`config.mk`:
```
export PLATFORM = sky130hd
export DESIGN_NAME = jtframe_obj_draw
export DESIGN_NICKNAME = d
export VERILOG_FILES = /design/src/rtl/jtframe_obj_pkg.sv /design/src/rtl/jtframe_obj_pxlsel.sv /design/src/rtl/jtframe_obj_draw.sv
export SDC_FILE = /design/constraint.sdc
export NUM_CORES = 1
export LEC_CHECK = 0
export ABC_AREA = 1
export BUFFER_PORTS_ARGS = -buffer_cell sky130_fd_sc_hd__buf_2
export CAP_MARGIN = 10
export CORE_UTILIZATION = 53
export DETAILED_ROUTE_END_ITERATION = 12
export PLACE_DENSITY = 0.79
export SLEW_MARGIN = 20
export SYNTH_ARGS = -nofsm -noshare
export SYNTH_HDL_FRONTEND = slang
export SYNTH_SLANG_ARGS = --single-unit
```
`constraint.sdc`:
```
create_clock -name clk -period 2.4 [get_ports clk]
set_input_delay 0.48 -clock clk [delete_from_list [all_inputs] [get_ports clk]]
set_output_delay 0.48 -clock clk [all_outputs]
set_load 0.01 [all_outputs]
```
`src/rtl/jtframe_obj_pkg.sv`:
```
// Shared types and constants for the object row drawer.
package jtframe_obj_pkg;
  typedef enum logic [1:0] {IDLE, FETCH, DRAW} obj_st_e;
  localparam int unsigned OBJ_WORDS        = 4;
  localparam int unsigned OBJ_PXL_PER_WORD = 4;
endpackage

```
`src/rtl/jtframe_obj_pxlsel.sv`:
```
// Picks one 4bpp nibble out of a 16-bit ROM word, honouring horizontal flip.
module jtframe_obj_pxlsel (
  input  logic [15:0] data,
  input  logic [1:0]  p,
  input  logic        hflip,
  output logic [3:0]  nibble
);
  logic [1:0] idx;

  always_comb begin
    // Unflipped rows start at the top nibble, flipped rows at the bottom one
    idx = hflip ? p : ~p;
    unique case (idx)
      2'd0: nibble = data[3:0];
      2'd1: nibble = data[7:4];
      2'd2: nibble = data[11:8];
      2'd3: nibble = data[15:12];
    endcase
  end
endmodule

```
`src/rtl/jtframe_obj_draw.sv`:
```
// Sprite row drawer: fetches four 16-bit ROM words of one sprite row and
// writes the 16 resulting pixels, palette-tagged, into a line buffer.
module jtframe_obj_draw import jtframe_obj_pkg::*; #(
  parameter int CW = 7,
  parameter int PW = 4,
  parameter int XW = 9
) (
  input  logic          clk,
  input  logic          rst,
  input  logic          draw,
  input  logic [CW-1:0] code,
  input  logic [3:0]    vrow,
  input  logic          hflip,
  input  logic [PW-1:0] pal,
  input  logic [XW-1:0] xpos,
  output logic          busy,
  output logic          obj_cs,
  output logic [CW+5:0] obj_addr,
  input  logic [15:0]   obj_data,
  input  logic          obj_ok,
  output logic [XW-1:0] buf_addr,
  output logic [PW+3:0] buf_data,
  output logic          buf_we
);
  obj_st_e       st, st_nx;
  logic [CW-1:0] code_l;
  logic [3:0]    vrow_l;
  logic          hflip_l;
  logic [PW-1:0] pal_l;
  logic [XW-1:0] x;
  logic [1:0]    w, p;
  logic          armed;
  logic [15:0]   data_l;
  logic          last_pxl, last_word, take, emit;
  logic [15:0]   sel_data;
  logic [1:0]    sel_p;
  logic [3:0]    nib;

  always_comb begin
    last_pxl  = p == 2'(OBJ_PXL_PER_WORD - 1);
    last_word = w == 2'(OBJ_WORDS - 1);
    take      = (st == FETCH) && armed && obj_ok;
    emit      = take || ((st == DRAW) && !last_pxl);
    // buf_* are registered, so the pixel is chosen one cycle ahead: the
    // incoming ROM word for pixel 0, the latched word for the rest
    sel_data  = (st == FETCH) ? obj_data : data_l;
    sel_p     = (st == FETCH) ? 2'd0 : p + 2'd1;
  end

  jtframe_obj_pxlsel u_pxlsel (
    .data   (sel_data),
    .p      (sel_p),
    .hflip  (hflip_l),
    .nibble (nib)
  );

  always_ff @(posedge clk or posedge rst) begin
    if (rst) st <= IDLE;
    else     st <= st_nx;
  end

  always_comb begin
    st_nx = st;
    unique case (st)
      IDLE:  if (draw) st_nx = FETCH;
      FETCH: if (take) st_nx = DRAW;
      DRAW:  if (last_pxl) st_nx = last_word ? IDLE : FETCH;
      default: st_nx = IDLE;
    endcase
  end

  always_comb begin
    busy     = st != IDLE;
    obj_cs   = st == FETCH;
    obj_addr = {code_l, vrow_l, hflip_l ? ~w : w};
  end

  always_ff @(posedge clk or posedge rst) begin
    if (rst) begin
      code_l   <= '0;
      vrow_l   <= '0;
      hflip_l  <= 1'b0;
      pal_l    <= '0;
      x        <= '0;
      w        <= '0;
      p        <= '0;
      armed    <= 1'b0;
      data_l   <= '0;
      buf_addr <= '0;
      buf_data <= '0;
      buf_we   <= 1'b0;
    end else begin
      buf_we <= 1'b0;
      unique case (st)
        IDLE: if (draw) begin
          code_l  <= code;
          vrow_l  <= vrow;
          hflip_l <= hflip;
          pal_l   <= pal;
          x       <= xpos;
          w       <= '0;
          armed   <= 1'b0;
        end
        FETCH: begin
          // ok on the first FETCH cycle may belong to the previous word
          armed <= 1'b1;
          if (take) begin
            data_l <= obj_data;
            p      <= '0;
          end
        end
        DRAW: begin
          if (!last_pxl) p <= p + 2'd1;
          else begin
            armed <= 1'b0;
            if (!last_word) w <= w + 2'd1;
          end
        end
        default: ;
      endcase
      if (emit) begin
        buf_addr <= x;
        x        <= x + 1'b1;
        buf_data <= {pal_l, nib};
        buf_we   <= nib != '0;
      end
    end
  end
endmodule

```
=== Word level (Yosys, flattened, before mapping) ===
Index checks and enable logic that the tools add are counted.

* Flip-flop bits (word level): 66
* Input port bits: 45
* Output and inout bits: 33
* Logic and storage cells: 75

* Add/subtract/negate cells: 3
* Equal/unequal tests: 12
* Muxes and demuxes: 24
* Bitwise logic cells: 2
* Reductions and logical operators: 21

{| class="wikitable"
|+ Operator list
! kind !! count
|-
| 2-to-1 mux 9 bit || 3
|-
| 2-to-1 mux 2 bit || 11
|-
| 2-to-1 mux 16 bit || 1
|-
| case mux 4 bit (4 select lines) || 1
|-
| equality test 2 bit (second input constant) || 5
|-
| nonzero test 2 bit || 5
|-
| adder 9 x 1 -> 9 bit (second input constant) || 1
|-
| AND reduction 3 bit || 3
|-
| != test 2 bit (second input constant) || 4
|-
| case mux 2 bit (2 select lines) || 2
|-
| case mux 2 bit (3 select lines) || 1
|-
| AND reduction 2 bit || 3
|-
| adder 2 x 1 -> 2 bit (second input constant) || 2
|-
| equality test 2 x 1 -> 1 bit (second input constant) || 2
|-
| zero test 2 bit || 2
|-
| 2-to-1 mux 1 bit || 4
|-
| NOT 2 bit || 2
|-
| AND reduction 4 bit || 1
|-
| nonzero test 4 bit || 1
|-
| logical AND 1 bit || 3
|-
| case mux 1 bit (3 select lines) || 1
|-
| nonzero test 3 bit || 1
|-
| != test 2 x 1 -> 1 bit (second input constant) || 1
|-
| zero test 1 bit || 1
|-
| logical OR 1 bit || 1
|}

=== Logic depth before layout (Yosys ltp) ===
Gate-level depths: netlist of run 1.

* Depth after elaboration: 8
* Mapped depth: 13
* Mapped depth without buffers: 12

=== Hierarchy ===
Synthesis of run 1 repeated with hierarchy kept, for this count alone.

* Cells, all modules: 420
* Area total of the unflattened synthesis: 3,220.6 sq um

{| class="wikitable"
|+ By module, submodules not included
! module !! times used !! cells each !! area an instance (sq um) !! sequential area each (sq um)
|-
| jtframe_obj_draw || 1 || 384 || 3,031.7 || 1,651.6
|-
| jtframe_obj_pxlsel || 1 || 36 || 188.9 || 0.0
|}

=== Least setup slack after synthesis of run 1 ===
OpenSTA, ideal clock, no wires.

* Path type: register to register
* From: register p[0]
* To: register buf_we
* Setup time: 0.116 ns
* Arrival: 1.404 ns
* Required time: 2.284 ns
* Path slack: 0.880 ns
* Cell stages (with the launch flop): 11
* Buffers on the path: 0
* Clock period less this slack: 1.520 ns
* Path through: dfrtp_1 > ha_1 > nand2_1 > nand2_1 > nand2_2 > nor2_2 > o211ai_1 > nand2_1 > nand2_1 > nor2_1 > nor2_1

* Word-level cells in the longest chain between the ends: 8
* Elaborated cells between the ends (all ways): 15
* Classes of those cells: 1 x add/sub; 4 x eq/ne; 4 x mux; 1 x bitwise; 5 x reduce/logical

{| class="wikitable"
|+ Ends and longest elaborated chain
! item !! line !! RTL
|-
| start, declared || jtframe_obj_draw.sv:31 || <nowiki>logic [1:0] w, p;</nowiki>
|-
| start signal, assigned || jtframe_obj_draw.sv:113 || <nowiki>if (!last_pxl) p <= p + 2'd1;</nowiki>
|-
| adder 2 x 1 -> 2 bit || jtframe_obj_draw.sv:47 || <nowiki>sel_p = (st == FETCH) ? 2'd0 : p + 2'd1;</nowiki>
|-
| 2-to-1 mux 2 bit || jtframe_obj_draw.sv:47 ||
|-
| NOT 2 bit || jtframe_obj_pxlsel.sv:12 || <nowiki>idx = hflip ? p : ~p;</nowiki>
|-
| 2-to-1 mux 2 bit || jtframe_obj_pxlsel.sv:12 ||
|-
| equality test 2 bit (tied with other cells) || jtframe_obj_pxlsel.sv:13 || <nowiki>unique case (idx)</nowiki>
|-
| case mux 4 bit (4 select lines) || jtframe_obj_pxlsel.sv:13 ||
|-
| nonzero test 4 bit || jtframe_obj_draw.sv:125 || <nowiki>buf_we <= nib != '0;</nowiki>
|-
| 2-to-1 mux 1 bit (*) || jtframe_obj_draw.sv:121 || <nowiki>if (emit) begin</nowiki>
|-
| end signal, assigned || jtframe_obj_draw.sv:91 || <nowiki>buf_we <= 1'b0;</nowiki>
|-
| end signal, assigned || jtframe_obj_draw.sv:93 || <nowiki>buf_we <= 1'b0;</nowiki>
|-
| end signal, assigned || jtframe_obj_draw.sv:125 ||
|-
| end, declared || jtframe_obj_draw.sv:23 || <nowiki>output logic buf_we</nowiki>
|}

Mark *: on every way between the ends. The rest lies on a longest branch, timed or not.
A chain may end at the register's enable or synchronous reset.

=== Worst setup path after layout of run 1 ===
* From: register st[1]
* To: register buf_we

* Word-level cells in the longest chain between the ends: 8
* Elaborated cells between the ends (all ways): 17
* Classes of those cells: 5 x eq/ne; 5 x mux; 1 x bitwise; 6 x reduce/logical

{| class="wikitable"
|+ Ends and longest elaborated chain
! item !! line !! RTL
|-
| start, declared || jtframe_obj_draw.sv:25 || <nowiki>obj_st_e st, st_nx;</nowiki>
|-
| start signal, assigned || jtframe_obj_draw.sv:59 || <nowiki>else st <= st_nx;</nowiki>
|-
| equality test 2 x 1 -> 1 bit || jtframe_obj_draw.sv:42, jtframe_obj_draw.sv:46, jtframe_obj_draw.sv:47 ||
|-
| 2-to-1 mux 2 bit || jtframe_obj_draw.sv:47 ||
|-
| NOT 2 bit || jtframe_obj_pxlsel.sv:12 ||
|-
| 2-to-1 mux 2 bit || jtframe_obj_pxlsel.sv:12 ||
|-
| equality test 2 bit (tied with other cells) || jtframe_obj_pxlsel.sv:13 ||
|-
| case mux 4 bit (4 select lines) || jtframe_obj_pxlsel.sv:13 ||
|-
| nonzero test 4 bit || jtframe_obj_draw.sv:125 ||
|-
| 2-to-1 mux 1 bit (*) || jtframe_obj_draw.sv:121 ||
|}

Marked as above.

==> Implementation_results.wiki, run 1 <==
{| class="wikitable"
! Metric !! Value
|-
| Fraction of layout instances using a drive strength above 1 || 27.1%
|-
| Async set-or-reset flop fraction in the synthesized netlist || 100%
|-
| Count of input and output buffers || 77
|-
| Mean post-synth cell area || between 8 and 9 µm²
|-
| Number of flops mapped to enable cells by yosys || 0
|-
| Relative contribution of the clock network to total power || between 15 and 20%
|-
| Highest Clock Rate || between 0.4 and 0.5 GHz
|-
| Mapped Nets || between 400 and 500
|-
| Pwr/cell area || about 1400 mW/mm²
|-
| Routed Antenna Nets || 0
|-
| Internal power summed over all cells || a little under 0.003 W
|-
| FP Rows || 27
|-
| Number of synthesized register bits || 66
|-
| Fin crit period || approximately 2.1 ns
|-
| Worst endpoint data arrival time || 2.32 ns
|-
| Sequential cell area || 0.00165 mm²
|-
| Starting density of the core || 56.6%
|-
| Design Area, Final || between 0.003 and 0.004 mm²
|-
| Count of antenna diodes in the layout || 0
|-
| Unrepaired setup endpoints after global routing || false
|-
| Die width || approximately 80 µm
|-
| Post-synthesis to final-layout area growth || 17.2%
|-
| Launching element type of the critical path || flop
|-
| Final worst-path cycle share || 87.3%
|-
| Top fanout value on the critical path || 31
|-
| Combinational share of power || a little under half
|-
| Final slew viol count || 0
|-
| TritonCTS Sinks || 66
|-
| Later-pin clock latency in the skew report || between 0.3 and 0.4 ns
|-
| Root Driver || sky130_fd_sc_hd__clkbuf_8
|-
| Dpl ws || just under 0.4 ns
|-
| Worst max-slew margin expressed relative to the limit || slightly above 50%
|-
| Outcome || completed
|-
| Share of synthesized area occupied by flip-flops and latches || 51.4%
|-
| Final setup viols || 0
|-
| Largest net degree at the start of global routing || 38
|-
| Global placement routability congestion || ~0.87
|-
| Core ar. || 0.00568 mm²
|-
| Final hold violation count || 0
|-
| Switching part of the total power || 43.5%
|-
| Clock-pin slew of the registers on the worst-case setup and hold paths || 0.07 ns
|-
| Count of warnings emitted by yosys || 0
|-
| First-pass DRT Iterations || 4
|-
| Ports || 78
|-
| Half-perimeter wire length of the detailed placement result || 4.72 mm
|-
| DRC Markers || 0
|-
| Placed inst area || around 0.0036 mm²
|-
| Via count of the routed design || 2734
|-
| Leakage Power || between 2 and 2.5 nW
|-
| Average vias per placed instance || 5.13
|-
| Number of max-cap violations || 0
|-
| Seq pwr share || 37.9%
|-
| Hold buffer count at cts || 0
|-
| Total track usage || 23.7%
|-
| Die area || about 0.0064 mm²
|-
| Clock tree from TritonCTS || yes
|-
| Final worst slack || 0.305 ns
|-
| Cts repair resizes || 0
|-
| Hold crit path type || primary input to async pin
|-
| Pin slew with the least headroom to its limit || between 0.7 and 0.8 ns
|-
| Number of buffers inserted to repair setup after CTS || 0
|-
| Worst-case clock skew || 0.00647 ns
|-
| Synthesized instance count || between 300 and 400
|-
| Top_reg_cell synth || sky130_fd_sc_hd__dfrtp_1
|-
| H-tree Lvls || 3
|-
| Filler Cell Count || 490
|-
| Post-synthesis cell area || approximately 0.0032 mm²
|-
| Number of antenna violations at the first check in global routing || 0
|-
| Max clock buf depth || 2
|-
| Worst path required time || ~2.6 ns
|-
| Number of global-route vias before repair || 2655
|-
| Num CTS Buffers || 9
|-
| Largest vdd supply drop || 0.740 mV
|-
| Drt total wl || about 6.7 mm
|-
| Synth unique cells || 30
|-
| Global-route wire length before repair || about 12 mm
|-
| Critical path start-end classification || flop to flop
|-
| Average wire per cell in the routed design || 12.6 µm
|-
| Final layout net count || 505
|-
| Sum Neg Setup Slack || 0 ns
|-
| Switching power || 0.00224 W
|-
| Cells on worst reg2reg path || 11
|-
| Sort of element at the end of the critical path || flop
|-
| Initial detailed-routing violation count || roughly 150
|-
| Vertical die dimension || between 70 and 80 µm
|-
| Total area of multi-input combinational cells || ~0.0013 mm²
|-
| Overflow left after global routing || 0
|}
[stage by stage]
step           std cells  hold slack [ns]  power [W]  util (%)
6_report             533            0.202    0.00516      66.4
5_1_grt              533            0.236    0.00562      66.4
4_1_cts              533            0.219    0.00518      66.4
3_5_place_dp         518            0.453    0.00434      63.4
3_3_place_gp         518            0.451    0.00426      63.4
2_1_floorplan        381            0.442    0.00378         -
[layer usage]
layer	GRT usage [%]	routed length, µm
met1	30.1	3050
met2	39.4	3160
met3	5.94	402
met4	8.21	110
met5	0	0
[flip-flops by register name, indices dropped and copies added (netlist names)]
| name | cells |
|---|---|
| armed | 1 |
| buf_addr | 9 |
| buf_data | 8 |
| buf_we | 1 |
| code_l | 7 |
| data_l | 16 |
| hflip_l | 1 |
| p | 2 |
| pal_l | 4 |
| st | 2 |
| vrow_l | 4 |
| w | 2 |
| x | 9 |
[placed cells by master (no fill, tap or decap)]
master,n
sky130_fd_sc_hd__a31oi_1,2
sky130_fd_sc_hd__a22oi_1,1
sky130_fd_sc_hd__nor3_2,2
sky130_fd_sc_hd__clkbuf_8,11
sky130_fd_sc_hd__inv_6,1
sky130_fd_sc_hd__nor2_4,1
sky130_fd_sc_hd__o221ai_1,1
sky130_fd_sc_hd__inv_2,5
sky130_fd_sc_hd__clkbuf_1,1
sky130_fd_sc_hd__o22ai_1,1
sky130_fd_sc_hd__nand3_1,23
sky130_fd_sc_hd__buf_4,4
sky130_fd_sc_hd__ha_1,3
sky130_fd_sc_hd__nor2_1,15
sky130_fd_sc_hd__xnor2_1,2
sky130_fd_sc_hd__o21ai_0,27
sky130_fd_sc_hd__nand3b_1,1
sky130_fd_sc_hd__xor2_1,2
sky130_fd_sc_hd__inv_1,22
sky130_fd_sc_hd__nand2_2,5
sky130_fd_sc_hd__mux2_2,6
sky130_fd_sc_hd__a21oi_1,2
sky130_fd_sc_hd__o21ai_1,15
sky130_fd_sc_hd__nand2_1,148
sky130_fd_sc_hd__buf_2,77
sky130_fd_sc_hd__dfrtp_1,66
sky130_fd_sc_hd__nand2_8,2
sky130_fd_sc_hd__o211ai_1,4
sky130_fd_sc_hd__nor2_2,3
sky130_fd_sc_hd__nand3_2,5
sky130_fd_sc_hd__clkinv_2,3
[cell type report]
type | count | area share [%]
multi-input combinational | 271 | 35.3
sequential | 66 | 43.8
timing repair buffer | 81 | 11.0
tap | 72 | 2.39
clock inverter | 3 | 0.398
inverter | 28 | 2.92
clock buffer | 12 | 4.12
[kinds of logic after synthesis]
logic type                 share of synthesized area, %
and+or+nand+nor                                    28.2
DFF                                                51.4
AOI/OAI and AO/OA                                  8.88
buffers and inverters                              7.20
muxes                                              2.10
xor gates and xnor gates                           1.09
adders and majority gates                          1.17
[power groups by stage]
stage / combinational [W] / clock (W) / sequential [W]
CTS: 0.00238 / 0.000843 / 0.00196
global route: 0.00270 / 0.000901 / 0.00202
floorplan: 0.00178 / 0 / 0.00200
global placement: 0.00230 / 0 / 0.00195
finish: 0.00236 / 0.000836 / 0.00196
detailed placement: 0.00237 / 0 / 0.00197
[Yosys cell counts (4+ instances only)]
| master | number | share of area [%] |
|---|---|---|
| sky130_fd_sc_hd__nand2_1 | 148 | 17 |
| sky130_fd_sc_hd__dfrtp_1 | 66 | 51 |
| sky130_fd_sc_hd__o21ai_0 | 27 | 4.2 |
| sky130_fd_sc_hd__inv_1 | 23 | 2.7 |
| sky130_fd_sc_hd__nand3_1 | 23 | 3.6 |
| sky130_fd_sc_hd__nor2_1 | 15 | 1.8 |
| sky130_fd_sc_hd__o21ai_1 | 15 | 2.3 |
| sky130_fd_sc_hd__buf_6 | 6 | 2.1 |
| sky130_fd_sc_hd__mux2_2 | 6 | 2.1 |
| sky130_fd_sc_hd__clkbuf_1 | 5 | 0.58 |
| sky130_fd_sc_hd__nand2_2 | 5 | 0.97 |
| sky130_fd_sc_hd__nand3_2 | 5 | 1.6 |
| sky130_fd_sc_hd__buf_2 | 4 | 0.62 |
| sky130_fd_sc_hd__inv_2 | 4 | 0.47 |
| sky130_fd_sc_hd__o211ai_1 | 4 | 0.93 |
[critical path: stages (launching register included)]
cell and delay (ns):
sky130_fd_sc_hd__dfrtp_1 0.45, sky130_fd_sc_hd__inv_2 0.08, sky130_fd_sc_hd__nand2_2 0.42, sky130_fd_sc_hd__nand2_1 0.16
sky130_fd_sc_hd__nand2_1 0.13, sky130_fd_sc_hd__nand2_2 0.11, sky130_fd_sc_hd__o21ai_0 0.22, sky130_fd_sc_hd__nand3_1 0.11
sky130_fd_sc_hd__nand2_1 0.10, sky130_fd_sc_hd__nand2_1 0.05, sky130_fd_sc_hd__nor2_1 0.09, sky130_fd_sc_hd__nor2_1 0.04
[worst paths after layout]
| path | start | slack [ns] | end |
|---|---|---|---|
| max | st[1]$_DFFE_PP0P_ | 0.31 | buf_we$_DFF_PP0_ |
| min | rst | 0.20 | data_l[7]$_DFFE_PP0P_ |
| max reg2reg | st[1]$_DFFE_PP0P_ | 0.31 | buf_we$_DFF_PP0_ |
| min reg2reg | buf_addr[7]$_DFFE_PP0N_ | 0.46 | buf_addr[7]$_DFFE_PP0N_ |
| max in group asynchronous | rst | 1.84 | x[0]$_DFFE_PP0P_ |
| min in group clk | code[6] | 0.34 | code_l[6]$_DFFE_PP0P_ |
Note: power is estimated with default switching activity, not from simulation.
==> inputs of run 2 (changes only) <==
--- a/config.mk
+++ b/config.mk
@@ -8,9 +8,11 @@
 export ABC_AREA = 1
 export BUFFER_PORTS_ARGS = -buffer_cell sky130_fd_sc_hd__buf_2
 export CAP_MARGIN = 10
-export CORE_UTILIZATION = 53
+export CORE_MARGIN = 10
+export CORE_UTILIZATION = 55
 export DETAILED_ROUTE_END_ITERATION = 12
-export PLACE_DENSITY = 0.79
+export GPL_ROUTABILITY_DRIVEN = 1
+export PLACE_DENSITY = 0.82
 export SLEW_MARGIN = 20
 export SYNTH_ARGS = -nofsm -noshare
 export SYNTH_HDL_FRONTEND = slang
==> constraint.sdc (replaced) <==
create_clock -name clk -period 2.63 [get_ports clk]
set_input_delay 0.526 -clock clk [delete_from_list [all_inputs] [get_ports clk]]
set_output_delay 0.526 -clock clk [all_outputs]
set_load 0.01 [all_outputs]
==> Implementation_results.wiki, run 2 (synthesis gave the netlist of run 1 again) <==
{| class="wikitable"
! Metric !! Value
|-
| Global placement routability congestion || between 0.8 and 0.9
|-
| Average vias per placed instance || 5.00
|-
| Starting density of the core || about 58%
|-
| Final worst slack || 0.605 ns
|-
| Registers with the most flip-flops || data_l x16, buf_addr x9, x x9
|-
| Relative contribution of the clock network to total power || between 20 and 25%
|-
| Launching element type of the critical path || flop
|-
| Number of max-cap violations || 0
|-
| Design Power || ~0.0051 W
|-
| Leakage Power || ~2.1 nW
|-
| Worst R2R Setup Slack || ~0.60 ns
|-
| Sort of element at the end of the critical path || flop
|-
| Overflow left after global routing || 0
|-
| Combinational share of power || 42.8%
|-
| Num CTS Buffers || 9
|-
| Total track usage || 17.1%
|-
| Pwr/cell area || 1320 mW/mm²
|-
| Die width || approximately 96 µm
|-
| Count of antenna diodes in the layout || 0
|-
| Most common cell after layout, fill and taps aside || sky130_fd_sc_hd__nand2_1
|-
| Worst path required time || approximately 2.9 ns
|-
| Vertical die dimension || between 90 and 100 µm
|-
| Via count of the routed design || 2667
|-
| Critical path start-end classification || flop to flop
|-
| Switching part of the total power || 41.0%
|-
| Fin crit period || approximately 2 ns
|-
| Largest vdd supply drop || 0.776 mV
|-
| TritonCTS Sinks || 66
|-
| Largest net degree at the start of global routing || 38
|-
| Number of global-route vias before repair || 2756
|-
| Flip-flop count of the largest register, all copies and words added || 16
|-
| H-tree Lvls || 3
|-
| Clock-pin slew of the registers on the worst-case setup and hold paths || around 0.070 ns
|-
| First-pass DRT Iterations || 5
|-
| Cells on worst reg2reg path || 11
|-
| Outcome || completed
|-
| Hold buffer count at cts || 0
|-
| Highest Clock Rate || ~0.49 GHz
|-
| Routed Antenna Nets || 0
|-
| Post-synthesis to final-layout area growth || 20.4%
|-
| Worst max-slew margin expressed relative to the limit || 51.6%
|-
| Endpoint of the lowest-slack register-to-register path || buf_we$_DFF_PP0_
|-
| Seq pwr share || a little over a third
|-
| Worst-case clock skew || a little under 0.005 ns
|-
| Fraction of layout instances using a drive strength above 1 || 27.3%
|-
| Core ar. || between 0.005 and 0.006 mm²
|-
| Drt total wl || 7.43 mm
|-
| FP Rows || 27
|-
| Final slew viol count || 0
|-
| Final layout net count || between 500 and 600
|-
| Sum Neg Setup Slack || 0 ns
|-
| Half-perimeter wire length of the detailed placement result || between 5 and 6 mm
|-
| Final hold violation count || 0
|-
| Internal power summed over all cells || 0.00300 W
|-
| Average wire per cell in the routed design || between 10 and 15 µm
|-
| Later-pin clock latency in the skew report || between 0.3 and 0.4 ns
|-
| Count of input and output buffers || 77
|-
| Hold crit path type || primary input to async pin
|-
| Ports || 78
|-
| Final setup viols || 0
|-
| Number of buffers inserted to repair setup after CTS || 0
|-
| Max clock buf depth || 2
|-
| Final worst-path cycle share || between 70% and 80%
|-
| DRC Markers || 0
|-
| Worst endpoint data arrival time || 2.25 ns
|-
| Clock tree from TritonCTS || yes
|-
| Die area || 0.00930 mm²
|-
| Launch instance of the worst register-to-register path || st[1]$_DFFE_PP0P_
|-
| Filler Cell Count || 470
|-
| Dpl ws || 0.676 ns
|-
| Commonest non-fill, non-tap cells in the layout || 148 x sky130_fd_sc_hd__nand2_1, 77 x sky130_fd_sc_hd__buf_2, 66 x sky130_fd_sc_hd__dfrtp_1
|-
| Post-Place Cells || between 500 and 600
|-
| Number of antenna violations at the first check in global routing || 0
|-
| Non-filler cells, final || between 500 and 600
|-
| Unrepaired setup endpoints after global routing || false
|-
| Global-route wire length before repair || about 13 mm
|-
| Top fanout value on the critical path || 31
|-
| Pin slew with the least headroom to its limit || ~0.73 ns
|-
| Initial detailed-routing violation count || about 120
|-
| Cts repair resizes || 0
|-
| Register with the most flip-flops || data_l
|-
| Root Driver || sky130_fd_sc_hd__clkbuf_8
|-
| Switching power || 0.00209 W
|}
## run 2: cell count changes in the layout (fill, tap and decap cells not counted), sizes merged
| cell | delta |
|---|---|
| bufinv | +4 |
| clkbuf | -3 |
| buf | -1 |
| clkinv | -1 |
| clkinvlp | +1 |
## run 2: final cells by class
type | instances | area (µm²) | area share (%)
timing repair buffer | 80 | 420 | 10.9
clock buffer | 9 | 124 | 3.20
tap | 72 | 90.1 | 2.33
clock inverter | 7 | 141 | 3.65
multi-input combinational | 271 | 1330 | 34.4
inverter | 28 | 110 | 2.85
sequential | 66 | 1650 | 42.7
## run 2: worst max-delay path by stage
stage                                  from           endpoint  cells after the start
after floorplan                         rst  armed$_DFFE_PP0P_                      1
after global placement    st[1]$_DFFE_PP0P_   buf_we$_DFF_PP0_                     11
after detailed placement  st[1]$_DFFE_PP0P_   buf_we$_DFF_PP0_                     11
after CTS                 st[1]$_DFFE_PP0P_   buf_we$_DFF_PP0_                     11
after global routing      st[1]$_DFFE_PP0P_   buf_we$_DFF_PP0_                     11
final                     st[1]$_DFFE_PP0P_   buf_we$_DFF_PP0_                     11
## run 2: through the flow
stage	util (%)	hold slack, ns	area (µm²)
detailed placement	64.6	0.455	3600
CTS	69.4	0.285	3870
global placement	64.6	0.449	3600
finish	69.4	0.274	3870
floorplan	-	0.442	3210
global route	69.4	0.311	3870
## run 2: power groups by stage
stage | clock, W | combinational (W) | sequential, W
CTS | 0.00114 | 0.00221 | 0.00179
floorplan | 0 | 0.00162 | 0.00183
finish | 0.00112 | 0.00218 | 0.00179
detailed placement | 0 | 0.00220 | 0.00179
global placement | 0 | 0.00213 | 0.00177
global route | 0.00119 | 0.00249 | 0.00185
## run 2: critical path: stages (launching register included)
cell,delay [ns]
sky130_fd_sc_hd__dfrtp_1,0.46
sky130_fd_sc_hd__inv_2,0.09
sky130_fd_sc_hd__nand2_2,0.39
sky130_fd_sc_hd__nand2_1,0.14
sky130_fd_sc_hd__nand2_1,0.13
sky130_fd_sc_hd__nand2_2,0.11
sky130_fd_sc_hd__o21ai_0,0.17
sky130_fd_sc_hd__nand3_1,0.10
sky130_fd_sc_hd__nand2_1,0.10
sky130_fd_sc_hd__nand2_1,0.07
sky130_fd_sc_hd__nor2_1,0.10
sky130_fd_sc_hd__nor2_1,0.04
## run 2: layer usage
metal,vias up,wire length (µm),part of all wire [%],GRT usage [%]
met5,-,0,0,0
met4,0,107,1.4,5.33
met3,11,644,8.7,7.02
met2,79,3600,48,28.1
met1,1210,3080,41,19.9
li1,1367,-,-,-
==> inputs of run 3 (changes only) <==
--- a/config.mk
+++ b/config.mk
@@ -9,10 +9,10 @@
 export BUFFER_PORTS_ARGS = -buffer_cell sky130_fd_sc_hd__buf_2
 export CAP_MARGIN = 10
 export CORE_MARGIN = 10
-export CORE_UTILIZATION = 55
+export CORE_UTILIZATION = 53
 export DETAILED_ROUTE_END_ITERATION = 12
 export GPL_ROUTABILITY_DRIVEN = 1
-export PLACE_DENSITY = 0.82
+export PLACE_DENSITY = 0.79
 export SLEW_MARGIN = 20
 export SYNTH_ARGS = -nofsm -noshare
 export SYNTH_HDL_FRONTEND = slang
==> constraint.sdc (replaced) <==
create_clock -name clk -period 1.9 [get_ports clk]
set_input_delay 0.38 -clock clk [delete_from_list [all_inputs] [get_ports clk]]
set_output_delay 0.38 -clock clk [all_outputs]
set_load 0.01 [all_outputs]
==> Implementation_results.wiki, run 3 (synthesis gave the netlist of run 1 again) <==
{| class="wikitable"
! Metric !! Value
|-
| Count of antenna diodes in the layout || 0
|-
| Vertical die dimension || between 90 and 100 µm
|-
| Worst-case clock skew || roughly 0.0095 ns
|-
| Design Power || ~0.0071 W
|-
| Overflow left after global routing || 0
|-
| Hold buffer count at cts || 0
|-
| Worst setup path start || hflip_l$_DFFE_PP0P_
|-
| CP Buf/Inv Count || 1
|-
| Met3 layer usage reported by global route || 6.20%
|-
| Starting density of the core || between 50% and 60%
|-
| Commonest non-fill, non-tap cells in the layout || 148 x sky130_fd_sc_hd__nand2_1, 77 x sky130_fd_sc_hd__buf_2, 64 x sky130_fd_sc_hd__dfrtp_1
|-
| CP delay by family, top || simple AND/OR/NAND/NOR gates
|-
| TritonCTS Sinks || 66
|-
| FP Rows || 28
|-
| Top fanout value on the critical path || 9
|-
| Final setup viols || 0
|-
| Clock-pin slew of the registers on the worst-case setup and hold paths || about 0.070 ns
|-
| Most congested layer reported by global routing || met2
|-
| Largest incremental delay on the critical path || between 0.5 and 0.6 ns
|-
| Min Hold Slack || about 0.070 ns
|-
| DRC Markers || 0
|-
| Die width || around 98 µm
|-
| Count of input and output buffers || between 70 and 80
|-
| First-pass DRT Iterations || 4
|-
| Num CTS Buffers || 9
|-
| Post-synthesis to final-layout area growth || 21.8%
|-
| Number of max-cap violations || 0
|-
| Clock tree from TritonCTS || yes
|-
| Max clock buf depth || 2
|-
| Later-pin clock latency in the skew report || 0.35 ns
|-
| Pwr/cell area || approximately 1800 mW/mm²
|-
| Worst path required time || about 2.1 ns
|-
| Worst max-slew margin expressed relative to the limit || 68.5%
|-
| Ports || just under 80
|-
| Root Driver || sky130_fd_sc_hd__clkbuf_8
|-
| H-tree Lvls || 3
|-
| Library cell contributing the largest single delay on the critical path || sky130_fd_sc_hd__dfrtp_1
|-
| Dpl ws || approximately 0.084 ns
|-
| Final layout net count || about 510
|-
| Leakage Power || about 2.1 nW
|-
| Global placement routability congestion || between 0.8 and 0.9
|-
| Largest vdd supply drop || roughly 1.0 mV
|-
| Initial detailed-routing violation count || between 100 and 150
|-
| Final slew viol count || 0
|-
| Die area || between 0.009 and 0.01 mm²
|-
| Average vias per placed instance || between 5 and 6
|-
| Pin slew with the least headroom to its limit || ~0.47 ns
|-
| Number of antenna violations at the first check in global routing || 0
|-
| Core ar. || between 0.005 and 0.006 mm²
|-
| Global-route wire length before repair || approximately 13 mm
|-
| Hold crit path type || primary input to async pin
|-
| Ordered cell list for the critical path || inv_1 -> nand2_1 -> nand2_2 -> nand3_1 -> nand3_1 -> nor2_1 -> nand2_1 -> nor2_1 -> nor2_1
|-
| Launch instance of the worst register-to-register path || hflip_l$_DFFE_PP0P_
|-
| Half-perimeter wire length of the detailed placement result || 5.69 mm
|-
| Number of buffers inserted to repair setup after CTS || 0
|-
| Share of the core filled with cells in the final layout || 66.1%
|-
| Final hold violation count || 0
|-
| Most common cell type on the critical path || sky130_fd_sc_hd__nor2_1
|-
| Final worst-path cycle share || a little over nine tenths
|-
| Fin crit period || between 1.5 and 2 ns
|-
| Worst endpoint data arrival time || 2.02 ns
|-
| Cts repair resizes || 0
|-
| Average wire per cell in the routed design || approximately 14 µm
|-
| Final worst slack || between 0.1 and 0.15 ns
|-
| Highest Clock Rate || about 0.56 GHz
|-
| Fraction of layout instances using a drive strength above 1 || 28.6%
|-
| Drt total wl || between 7 and 8 mm
|-
| Outcome || completed
|-
| Total track usage || roughly 16%
|-
| Sum Neg Setup Slack || 0 ns
|-
| Most common cell after layout, fill and taps aside || sky130_fd_sc_hd__nand2_1
|-
| Register with the most flip-flops || data_l
|-
| Number of global-route vias before repair || approximately 2900
|-
| Global-route met1 utilization || between 15 and 20%
|-
| Filler Cell Count || approximately 520
|-
| Critical path start-end classification || flop to flop
|-
| Fraction of met2 tracks used by global routing || roughly 28%
|-
| Routed Antenna Nets || 0
|-
| Registers with the most flip-flops || data_l x16, buf_addr x9, x x9
|-
| Via count of the routed design || about 2800
|-
| Flip-flop count of the largest register, all copies and words added || 16
|-
| Largest net degree at the start of global routing || between 40 and 50
|-
| Launching element type of the critical path || flop
|-
| Sort of element at the end of the critical path || flop
|}
-- run 3: cell count changes in the layout (fill, tap and decap cells not counted), sizes merged --
| cell | previous run | this run |
|---|---|---|
| bufinv | 4 | 3 |
| clkinvlp | 1 | 2 |
| buf | 80 | 84 |
-- run 3: worst reg2reg max path: cells and delay by family, from the launching register on --
kind | cells | cell delay, ns
flops | 1 | 0.55
buf+inv | 1 | 0.20
simple gates | 8 | 0.92
-- run 3: per-stage QoR --
| step | area (µm²) | std cells |
|---|---|---|
| 2_1_floorplan | 3220 | 381 |
| 3_3_place_gp | 3650 | 524 |
| 3_5_place_dp | 3650 | 524 |
| 4_1_cts | 3890 | 540 |
| 5_1_grt | 3910 | 540 |
| 6_report | 3910 | 540 |
-- run 3: path summary, 6_finish.rpt --
path                       slack, ns                    end  cells past startpoint
hold / removal                  0.07    hflip_l$_DFFE_PP0P_                      3
setup reg to reg                0.11       buf_we$_DFF_PP0_                      9
max in group asynchronous       1.59       x[0]$_DFFE_PP0P_                      3
setup / recovery                0.11       buf_we$_DFF_PP0_                      9
min in group clk                0.22  vrow_l[2]$_DFFE_PP0P_                      3
hold reg to reg                 0.47  code_l[2]$_DFFE_PP0P_                      2
-- run 3: cell type report --
class                           count  area (µm²)  share of cell area, %
Sequential cell                    66        1650                   42.3
Multi-Input combinational cell    271        1350                   34.5
Timing Repair Buffer               84         463                   11.8
Clock buffer                        9         124                   3.16
Clock inverter                      7         116                   2.97
Inverter                           28         114                   2.91
Tap cell                           75        93.8                   2.40
-- run 3: power breakdown --
| part | switching (W) | internal [W] | leakage [nW] | total, W |
|---|---|---|---|---|
| clock network | 0.000561 | 0.000871 | 0.120 | 0.00143 |
| registers | 0.000449 | 0.00206 | 0.815 | 0.00251 |
| logic | 0.00197 | 0.00115 | 1.13 | 0.00312 |
-- run 3: per-layer routing --
| metal | wire length (µm) | vias to the layer above |
|---|---|---|
| met2 | 3840 | 105 |
| met5 | 0 | - |
| met3 | 534 | 25 |
| met1 | 3190 | 1254 |
| met4 | 223 | 0 |
| li1 | - | 1380 |
